<file path="config.mk">
export PLATFORM = sky130hd
export DESIGN_NAME = pixel_pack_fifo
export DESIGN_NICKNAME = d
export VERILOG_FILES = /design/src/rtl/pixel_pack_pkg.sv /design/src/rtl/lane_ram.sv /design/src/rtl/pixel_pack_fifo.sv
export SDC_FILE = /design/constraint.sdc
export NUM_CORES = 1
export LEC_CHECK = 0
export ABC_CLOCK_PERIOD_IN_PS = 4430
export BUFFER_PORTS_ARGS = -buffer_cell sky130_fd_sc_hd__buf_2
export CAP_MARGIN = 10
export CORE_MARGIN = 10
export CORE_UTILIZATION = 40
export CTS_CLUSTER_DIAMETER = 100
export CTS_CLUSTER_SIZE = 8
export DETAILED_ROUTE_END_ITERATION = 10
export PLACE_DENSITY = 0.61
export SLEW_MARGIN = 5
export SYNTH_ARGS = -nofsm -noshare
export SYNTH_HDL_FRONTEND = slang
export SYNTH_SLANG_ARGS = --single-unit
export TNS_END_PERCENT = 5
</file>
<file path="constraint.sdc">
create_clock -name clk -period 4.43 [get_ports clk]
set_input_delay 0.443 -clock clk [delete_from_list [all_inputs] [get_ports clk]]
set_output_delay 0.443 -clock clk [all_outputs]
set_load 0.005 [all_outputs]
</file>
<file path="src/rtl/pixel_pack_pkg.sv">
// Shared defaults, pad value, flush state type
// and lane-count width helper for pixel_pack_fifo.
package pixel_pack_pkg;

  localparam int DEF_PIXEL_WIDTH = 8;
  localparam int DEF_IN_LANES    = 3;
  localparam int DEF_OUT_LANES   = 4;
  localparam int DEF_ADDR_WIDTH  = 4;

  localparam logic [DEF_PIXEL_WIDTH-1:0] DEF_PAD_VALUE = '0;

  // bits needed to hold 0..OUT_LANES lanes
  localparam int LANE_CNT_W = $clog2(DEF_OUT_LANES + 1);

  typedef enum logic {
    ST_FILL,
    ST_FLUSH
  } pack_state_e;

endpackage

</file>
<file path="src/rtl/lane_ram.sv">
// Lane storage: IN_LANES write ports, OUT_LANES comb read ports.
// Ports: clk, we, wr_ptr, wdata, rd_ptr, rdata (mod-DEPTH addressing).
module lane_ram #(
  parameter int PW        = 8,
  parameter int IN_LANES  = 3,
  parameter int OUT_LANES = 4,
  parameter int AW        = 4
) (
  input  logic                    clk,
  input  logic                    we,
  input  logic [AW-1:0]           wr_ptr,
  input  logic [IN_LANES*PW-1:0]  wdata,
  input  logic [AW-1:0]           rd_ptr,
  output logic [OUT_LANES*PW-1:0] rdata
);

  localparam int DEPTH = 2**AW;

  logic [PW-1:0] mem [DEPTH];

  // lane 0 of wdata (MSBs) lands at wr_ptr
  always_ff @(posedge clk) begin
    if (we) begin
      for (int i = 0; i < IN_LANES; i++) begin
        mem[wr_ptr + AW'(i)] <= wdata[(IN_LANES-1-i)*PW +: PW];
      end
    end
  end

  always_comb begin
    rdata = '0;
    for (int j = 0; j < OUT_LANES; j++) begin
      rdata[(OUT_LANES-1-j)*PW +: PW] = mem[rd_ptr + AW'(j)];
    end
  end

endmodule

</file>
<file path="src/rtl/pixel_pack_fifo.sv">
// Lane-repacking FIFO: IN_LANES-wide writes, OUT_LANES-wide FWFT reads,
// eof flushes a padded final word (rd_last). Ports: clk, rst, din/wr_req/
// wr_vld, eof, dout/rd_req/rd_vld/rd_last, count (lanes stored).
module pixel_pack_fifo
  import pixel_pack_pkg::*;
#(
  parameter int PIXEL_WIDTH = DEF_PIXEL_WIDTH,
  parameter int IN_LANES    = DEF_IN_LANES,
  parameter int OUT_LANES   = DEF_OUT_LANES,
  parameter int ADDR_WIDTH  = DEF_ADDR_WIDTH,
  parameter logic [PIXEL_WIDTH-1:0] PAD_VALUE =
    PIXEL_WIDTH'(DEF_PAD_VALUE)
) (
  input  logic                             clk,
  input  logic                             rst,
  input  logic [IN_LANES*PIXEL_WIDTH-1:0]  din,
  input  logic                             wr_req,
  output logic                             wr_vld,
  input  logic                             eof,
  output logic [OUT_LANES*PIXEL_WIDTH-1:0] dout,
  input  logic                             rd_req,
  output logic                             rd_vld,
  output logic                             rd_last,
  output logic [ADDR_WIDTH:0]              count
);

  localparam int PW    = PIXEL_WIDTH;
  localparam int CW    = ADDR_WIDTH + 1;
  localparam int DEPTH = 2**ADDR_WIDTH;

  pack_state_e           state, state_nx;
  logic [ADDR_WIDTH-1:0] wr_ptr, rd_ptr;
  logic                  flush_pending;
  logic                  wr_en, rd_en;
  logic [CW-1:0]         pop_n, count_next;
  logic [OUT_LANES*PW-1:0] head;

  assign flush_pending = (state == ST_FLUSH);

  // count never exceeds DEPTH, so the subtraction cannot wrap
  assign wr_vld = (CW'(DEPTH) - count >= CW'(IN_LANES)) && !flush_pending;
  assign rd_vld = (count >= CW'(OUT_LANES)) ||
                  (flush_pending && count != '0);
  assign rd_last = flush_pending && rd_vld &&
                   (count <= CW'(OUT_LANES));

  assign wr_en = wr_req && wr_vld;
  assign rd_en = rd_req && rd_vld;

  assign pop_n = !rd_en ? '0 :
                 (count >= CW'(OUT_LANES)) ? CW'(OUT_LANES) : count;

  assign count_next = count + (wr_en ? CW'(IN_LANES) : '0) - pop_n;

  lane_ram #(
    .PW        (PW),
    .IN_LANES  (IN_LANES),
    .OUT_LANES (OUT_LANES),
    .AW        (ADDR_WIDTH)
  ) u_ram (
    .clk    (clk),
    .we     (wr_en),
    .wr_ptr (wr_ptr),
    .wdata  (din),
    .rd_ptr (rd_ptr),
    .rdata  (head)
  );

  // lanes past count only appear in a flushed tail word
  always_comb begin
    dout = '0;
    if (rd_vld) begin
      for (int j = 0; j < OUT_LANES; j++) begin
        dout[(OUT_LANES-1-j)*PW +: PW] =
          (CW'(j) < count) ? head[(OUT_LANES-1-j)*PW +: PW] : PAD_VALUE;
      end
    end
  end

  always_ff @(posedge clk) begin
    if (rst) begin
      wr_ptr <= '0;
      rd_ptr <= '0;
      count  <= '0;
      state  <= ST_FILL;
    end else begin
      if (wr_en) wr_ptr <= wr_ptr + ADDR_WIDTH'(IN_LANES);
      if (rd_en) rd_ptr <= rd_ptr + ADDR_WIDTH'(pop_n);
      count <= count_next;
      state <= state_nx;
    end
  end

  // flush ends when storage drains; an empty flush lasts one cycle
  always_comb begin
    state_nx = state;
    unique case (state)
      ST_FILL:  if (eof) state_nx = ST_FLUSH;
      ST_FLUSH: if (count_next == '0) state_nx = ST_FILL;
      default:  state_nx = ST_FILL;
    endcase
  end

endmodule

</file>
==> results.txt, run 1 <==
The worst path in the final design needs a cycle of 3800 ps, including I/O delays and setup. The first-pass GRT wire length is 64700 um. Setup slack on the critical path of the routed design comes to 635 ps. The mean post-synth cell area came out at 10.4 sq um. The clock insertion delay at the later pin of the skew report is 440 ps.

On the final layout, the worst hold slack is 274 ps. The final routed DRC violation total came out at 0. The overall die width came out at 195 um.

The share of the clock period used by the worst path is 85.7%. The core region area is 30400 sq um. The peak clock frequency supported by timing came out at 0.263 GHz. The routed via count came out at 10400. The effective utilization at floorplan came out at 40.3%. The starting DRC count in detailed routing came out at 1654.

The top fanout value on the critical path came out at 42. The number of cells produced by synthesis came out at 1182. The run finished with clean final reports. The layout net count came out at 1224. The post-CTS resize count came out at 0.

Among all flip-flop cells after synthesis, the most frequent one is sky130_fd_sc_hd__edfxtp_1. Before antenna repair, the detailed router went through 6 iterations. The max-cap violation count came out at 0. Data arrives at the worst endpoint at 3350 ps.

The number of enable flip-flop cells after synthesis is 128. STA classifies the critical path startpoint as a register. The count of fill cells added during filler insertion is 2855.

The layout overhead on the synthesized area is 8.17%. The total setup violations reported at the end of the flow came out at 0. The total die area is 38000 sq um. Setup repair after global routing left no endpoint under its margin.

The number of levels the H-tree was split into is 4. The routability-driven placement congestion ratio is 0.955. Leaving out fill and tap cells, the most frequent cell in the layout is sky130_fd_sc_hd__nand2_1. The slowest stage of the critical path is the sky130_fd_sc_hd__ha_4 cell.

The final hold violation count is 0. Sorting the synthesized cells by area gives the leading types as sky130_fd_sc_hd__edfxtp_1, sky130_fd_sc_hd__mux4_2, sky130_fd_sc_hd__mux2i_1, sky130_fd_sc_hd__nand2_1, sky130_fd_sc_hd__a21oi_1. The total clock buffers created by CTS came out at 17. In this run the count of I/O pins placed on the die edge is 69.

The distinct cell type count after synthesis is 42. The setup TNS after final layout came out at 0 ps. The number of antenna diodes in the final layout is 0. The standard-cell row count is 64. After detailed routing, the total wire length is 43500 um. The post-CTS setup buffer count is 0. The relative slew slack came out at 38.5%. The y dimension of the die is 195 um. The count of pins over their slew limit is 0. Leaving out fill and tap cells, the most frequent cells in the layout are sky130_fd_sc_hd__nand2_1, sky130_fd_sc_hd__nor2_1, sky130_fd_sc_hd__mux4_2, sky130_fd_sc_hd__edfxtp_1, sky130_fd_sc_hd__a21oi_1. The count of synthesis-stage warnings from yosys came out at 0.

VDD sags by at most 0.286 mV. Of all cell types, the one taking the most synthesized area is sky130_fd_sc_hd__edfxtp_1. The number of buffers between clock root and the deepest sink came out at 2. The post-CTS clock slew at the launch and capture registers of the worst setup and hold paths came out at 70 ps. The critical path goes through inv_1, ha_4, buf_4, mux4_2, a22oi_1, a21oi_1, buf_2. The fraction of layout cells with a size suffix above 1 came out at 22.5%. The non-filler instance count after layout is 1575. The worst slack after detailed placement is 744 ps.

The port buffer count came out at 68. The largest single stage delay on the critical path is 700 ps. The share of Yosys cell area claimed by the top area cell type is 31.4%. The number of clock sinks is 146. The quantity of hold-fixing buffers added after cts is 0. The number of nets still failing antenna checks after routing is 0. The number of global-route vias before repair came out at 9718. The largest net degree at the start of global routing is 79. The async set or reset register ratio after synthesis came out at 0%. The setup path with the least slack is of type register to primary output. The worst path required time came out at 3990 ps.

The total instance count after detailed placement is 1544. The standby leakage power is 4.43 nW. The kind of capture point of the worst setup path is a primary output. Global routing used 22.5% of the available tracks across all layers. The number of nets produced by synthesis is 1239. The worst-case clock skew is 12.3 ps.

The sequential fraction of the synthesis area is 34.3%. The total global routing overflow came out at 0. After detailed routing, the average wire length per cell comes to 27.6 um. The half-perimeter wire length of the detailed placement result is 31900 um.

The number of antenna violations at the first check in global routing came out at 1. The power per cell area came out at 519 nW/um^2. The via density per instance is 6.63. The total standard cell area after synthesis came out at 12300 sq um. The post-layout total power is 6.88 mW. The slew of the pin with the lowest slew margin came out at 921 ps. In this run, synthesis produced a sequential element count of 146. TritonCTS built the clock tree.

The tightest min-delay check is of the input port to register type. The cell sitting at the root of the clock tree is a sky130_fd_sc_hd__clkbuf_16.
## state kept, by name, indices dropped and copies added (netlist names), named ones only
register,flops
wr_ptr,4
count,5
u_ram.mem,128
flush_pending,1
rd_ptr,4
## final timing paths
| path | from | end | slack, ps | cells after the start |
|---|---|---|---|---|
| worst max-delay path | rd_ptr[0] | dout[18] | 630 | 7 |
| worst min-delay path | eof | flush_pending | 270 | 3 |
| worst max register to register | count[1] | flush_pending | 720 | 17 |
| worst min register to register | wr_ptr[1] | wr_ptr[1] | 610 | 2 |
## Yosys cell counts (2+ instances only)
cell and number:
sky130_fd_sc_hd__a21o_1 3, sky130_fd_sc_hd__a21oi_1 119, sky130_fd_sc_hd__a22oi_1 64, sky130_fd_sc_hd__a311oi_1 2, sky130_fd_sc_hd__a31oi_1 67, sky130_fd_sc_hd__a31oi_2 2, sky130_fd_sc_hd__and2_1 7, sky130_fd_sc_hd__buf_1 19
sky130_fd_sc_hd__buf_2 26, sky130_fd_sc_hd__buf_4 5, sky130_fd_sc_hd__buf_6 10, sky130_fd_sc_hd__clkbuf_1 62, sky130_fd_sc_hd__dfxtp_1 18, sky130_fd_sc_hd__edfxtp_1 128, sky130_fd_sc_hd__fa_1 3, sky130_fd_sc_hd__ha_1 25
sky130_fd_sc_hd__inv_1 16, sky130_fd_sc_hd__mux2i_1 64, sky130_fd_sc_hd__mux4_2 128, sky130_fd_sc_hd__nand2_1 159, sky130_fd_sc_hd__nand2b_1 3, sky130_fd_sc_hd__nand3_1 3, sky130_fd_sc_hd__nand4_1 10, sky130_fd_sc_hd__nor2_1 156
sky130_fd_sc_hd__nor2b_1 10, sky130_fd_sc_hd__nor3_1 10, sky130_fd_sc_hd__nor3_2 8, sky130_fd_sc_hd__o21ai_0 4, sky130_fd_sc_hd__or3_1 11, sky130_fd_sc_hd__or4_1 6, sky130_fd_sc_hd__or4_4 2, sky130_fd_sc_hd__xnor2_1 14
sky130_fd_sc_hd__xor2_1 9
## per-layer routing
metal	wire length [um]	global-route usage, %
met4	1860	9.81
met5	7	0
met1	17000	30.7
met3	5600	5.07
met2	19100	33.5
## final cells by class
class | count | area [sq um] | share of cell area [%]
clock inverter | 14 | 143 | 1.08
sequential | 146 | 4210 | 31.8
multi-input combinational | 898 | 7420 | 56.0
timing repair buffer | 88 | 503 | 3.79
inverter | 16 | 60.1 | 0.453
clock buffer | 17 | 425 | 3.21
tap | 396 | 495 | 3.74
## worst max-delay path: cells and delay by family, from the launching register on
kind | cells | cell delay (ps)
adder cells (fa/ha/maj) | 1 | 700
buffers and inverters | 3 | 650
flip-flops | 1 | 610
multiplexers | 1 | 510
AO/OA/AOI/OAI | 2 | 420
## power breakdown
group          switching (mW)  internal, mW
combinational            1.95          1.36
sequential              0.355          1.80
clock                   0.599         0.822
total                    2.90          3.98
## metrics by stage
| step | instance area (sq um) | util, % |
|---|---|---|
| 2_1_floorplan | 12300 | - |
| 3_5_place_dp | 12700 | 41.7 |
| 3_3_place_gp | 12700 | 41.7 |
| 6_report | 13300 | 43.6 |
| 5_1_grt | 13300 | 43.6 |
| 4_1_cts | 13300 | 43.6 |
## cell families after synthesis
group,count (synthesis),synth area share (%)
buffers and inverters,138,5.26
AOI/OAI and AO/OA,266,13.3
and+or+nand+nor,389,13.7
xor gates and xnor gates,23,1.64
adders and majority gates,28,3.04
DFF,146,34.3
muxes,192,28.7
(Power assumes the default switching activity.)
==> inputs of run 2 (changes only) <==
--- a/config.mk
+++ b/config.mk
@@ -13,6 +13,7 @@
 export CTS_CLUSTER_DIAMETER = 100
 export CTS_CLUSTER_SIZE = 8
 export DETAILED_ROUTE_END_ITERATION = 10
+export MAX_ROUTING_LAYER = met4
 export PLACE_DENSITY = 0.61
 export SLEW_MARGIN = 5
 export SYNTH_ARGS = -nofsm -noshare
==> results.txt, run 2 (synthesis gave the netlist of run 1 again) <==
The run finished with clean final reports. Leaving out fill and tap cells, the most frequent cell in the layout is sky130_fd_sc_hd__nand2_1. The post-route cell area is 13300 sq um. The largest register by flop count is u_ram.mem.

The routed via count came out at 10400. The via density per instance came out at 6.63. The largest net degree at the start of global routing came out at 102. The worst slack after detailed placement came out at 826 ps. Data on the critical path is required at its endpoint by 3990 ps. The worst setup path is captured at a primary output.

The data arrival time at the worst-slack endpoint is 3310 ps. The total global routing overflow is 0. TritonCTS built the clock tree. The die is 195 um wide. Leaving out fill and tap cells, the most frequent cells in the layout are sky130_fd_sc_hd__nand2_1, sky130_fd_sc_hd__nor2_1, sky130_fd_sc_hd__mux4_2, sky130_fd_sc_hd__edfxtp_1, sky130_fd_sc_hd__a21oi_1.

The pre-antenna-repair detailed-routing pass consisted of 6 iterations. The analysis attributes to net switching a power of 2.91 mW. The cell depth of the worst hold path is 3.

The effective utilization at floorplan came out at 40.3%. The post-CTS resize count came out at 0. The fraction of power spent switching nets is 41.8%. After detailed routing, the number of remaining DRC violations is 0.

The total setup violations reported at the end of the flow came out at 0. The quantity of hold-fixing buffers added after cts is 0. Traced cell by cell, the critical path runs through buf_4, ha_1, a21oi_1, xor2_1, nor2_1, a22oi_1, a21oi_1, buf_2. The launching point of the worst reg2reg path is count[1]. The number of buffers between clock root and the deepest sink came out at 2. STA classifies the critical path startpoint as a register. The half-perimeter wire length of the detailed placement result is 32000 um.

The critical path capture point is dout[7]. The setup TNS after final layout is 0 ps. The layout overhead on the synthesized area is 8.35%.

The y dimension of the die is 195 um. The slew of the pin with the lowest slew margin is 973 ps. CTS placed an instance of sky130_fd_sc_hd__clkbuf_16 at the clock tree root. The number of global-route vias before repair was 9727. The worst register-to-register path has a depth of 16.

The post-CTS setup buffer count came out at 0. The register-to-register setup slack came out at 820 ps. The worst pin sits at a relative slew slack of 35.2%. The count of buffer and inverter cells on the critical path is 2. The wire length per cell came out at 27.9 um.

Summed over all layers, the routed wires come to 43900 um. The starting DRC count in detailed routing came out at 1769. The clock insertion delay at the later pin of the skew report came out at 430 ps. The final hold violation count is 0. CTS built an H-tree with a depth of 4. The layout net count is 1224. The routability-driven placement congestion ratio came out at 1.03. The path class of the tightest hold or removal check is input port to register. The share of the clock period used by the worst path came out at 84.8%. The count of pins over their slew limit came out at 0. In this run the static leakage power is 4.44 nW. Among all stages on the critical path, the largest delay is contributed by sky130_fd_sc_hd__nor2_1.

Setup repair after global routing left no endpoint under its margin. The worst-case clock skew is 9.33 ps. In this run the worst path has a maximum fanout of 36. The count of fill cells added during filler insertion came out at 2858. The combinational fraction of design power came out at 47.9%.

The post-CTS clock slew at the launch and capture registers of the worst setup and hold paths is 70 ps. The total die area is 38000 sq um. The clock network fraction of total power came out at 21.1%. CTS saw 146 sinks.

In the post-route analysis, the smallest setup slack over all paths is 675 ps. The port buffer count is 68. The worst setup path is of the register to primary output kind. The standard-cell row count came out at 64. The first-pass GRT wire length is 65400 um. The power per cell area came out at 523 nW/um^2. The number of antenna violations at the first check in global routing came out at 0.

The core region is 30400 sq um. The total number of cells along the worst setup path came out at 8. The internal power of the cells came out at 4.04 mW. 0 antenna diodes ended up in the layout. The largest incremental delay on the critical path came out at 710 ps. Timing would allow up to 0.266 GHz. Counting stages on the worst path, the most repeated cell is sky130_fd_sc_hd__a21oi_1. The total clock buffers created by CTS is 17. In the global route stage, overall resource usage came out at 23.3%. Tracing the worst setup path back leads to its startpoint at rd_ptr[1]. The largest registers in the layout are u_ram.mem x128, count x5. The sequential share of power came out at 31.0%. The number of nets still failing antenna checks after routing is 0. 69 I/O pins were placed. The register with the most flip-flops in the layout has 128 of them. Across the VDD grid, the largest voltage drop is 0.244 mV. Counting I/O delays and the setup requirement, the final critical path takes 3760 ps. Summing all placed instances gives a cell area of 12700 sq um. The endpoint identified for the worst register-to-register timing path is flush_pending.

The fraction of layout cells with a size suffix above 1 came out at 22.3%. The cell family contributing the most delay on the critical path is simple AND/OR/NAND/NOR gates. The max-cap violation count came out at 0.
## run 2: cell types whose count changed in the layout (fill, tap and decap cells not counted), sizes merged
cell,previous run,this run
clkinv,9,7
inv,16,18
bufinv,2,3
## run 2: worst register-to-register path, stage by stage (launching register included)
cell,delay (ps)
sky130_fd_sc_hd__dfxtp_1,450
sky130_fd_sc_hd__inv_1,170
sky130_fd_sc_hd__ha_1,240
sky130_fd_sc_hd__nor3b_1,140
sky130_fd_sc_hd__ha_1,270
sky130_fd_sc_hd__nor2b_1,150
sky130_fd_sc_hd__o2111a_2,160
sky130_fd_sc_hd__nor2_1,150
sky130_fd_sc_hd__inv_1,100
sky130_fd_sc_hd__ha_1,280
sky130_fd_sc_hd__inv_1,40
sky130_fd_sc_hd__ha_1,200
sky130_fd_sc_hd__fa_1,470
sky130_fd_sc_hd__a21o_1,180
sky130_fd_sc_hd__a21oi_1,180
sky130_fd_sc_hd__xnor2_1,100
sky130_fd_sc_hd__a311oi_1,230
## run 2: layout make-up
cell class	count	area [sq um]	area share, %
well taps	396	495	3.73
clock inverters	15	165	1.24
multi-input cells	898	7420	55.9
clock buffers	17	425	3.20
repair buffers	88	503	3.79
inverters	16	60.1	0.452
flip-flops and latches	146	4210	31.7
## run 2: metrics by stage
step                hold WS (ps)  utilization [%]  instances  total power [mW]
finish                       274             43.6       1576              6.94
global route                 320             43.6       1576              7.26
CTS                          260             43.6       1576              6.87
detailed placement           571             41.7       1544              5.42
global placement             565             41.7       1544              5.38
floorplan                    515                -       1182              4.24
## run 2: power groups by stage
stage	Combinational, mW	Clock [mW]	Sequential, mW
floorplan	2.29	0	1.95
CTS	3.27	1.47	2.13
finish	3.33	1.46	2.15
detailed placement	3.26	0	2.16
global placement	3.23	0	2.15
global route	3.55	1.52	2.18
## run 2: worst min-delay path by stage
stage                          from            end  slack (ps)
after floorplan                 rst       count[0]         510
after global placement    wr_ptr[1]      wr_ptr[1]         560
after detailed placement  wr_ptr[1]      wr_ptr[1]         570
after CTS                       eof  flush_pending         260
after global routing            eof  flush_pending         320
final                           eof  flush_pending         270
## run 2: layer usage
layer | share of wire (%) | up-vias | GRT usage [%]
met3 | 13 | 96 | 5.00
met5 | 0 | - | -
met4 | 4.3 | 0 | 10.2
met1 | 40 | 5073 | 31.5
li1 | - | 4485 | -
met2 | 43 | 790 | 33.1
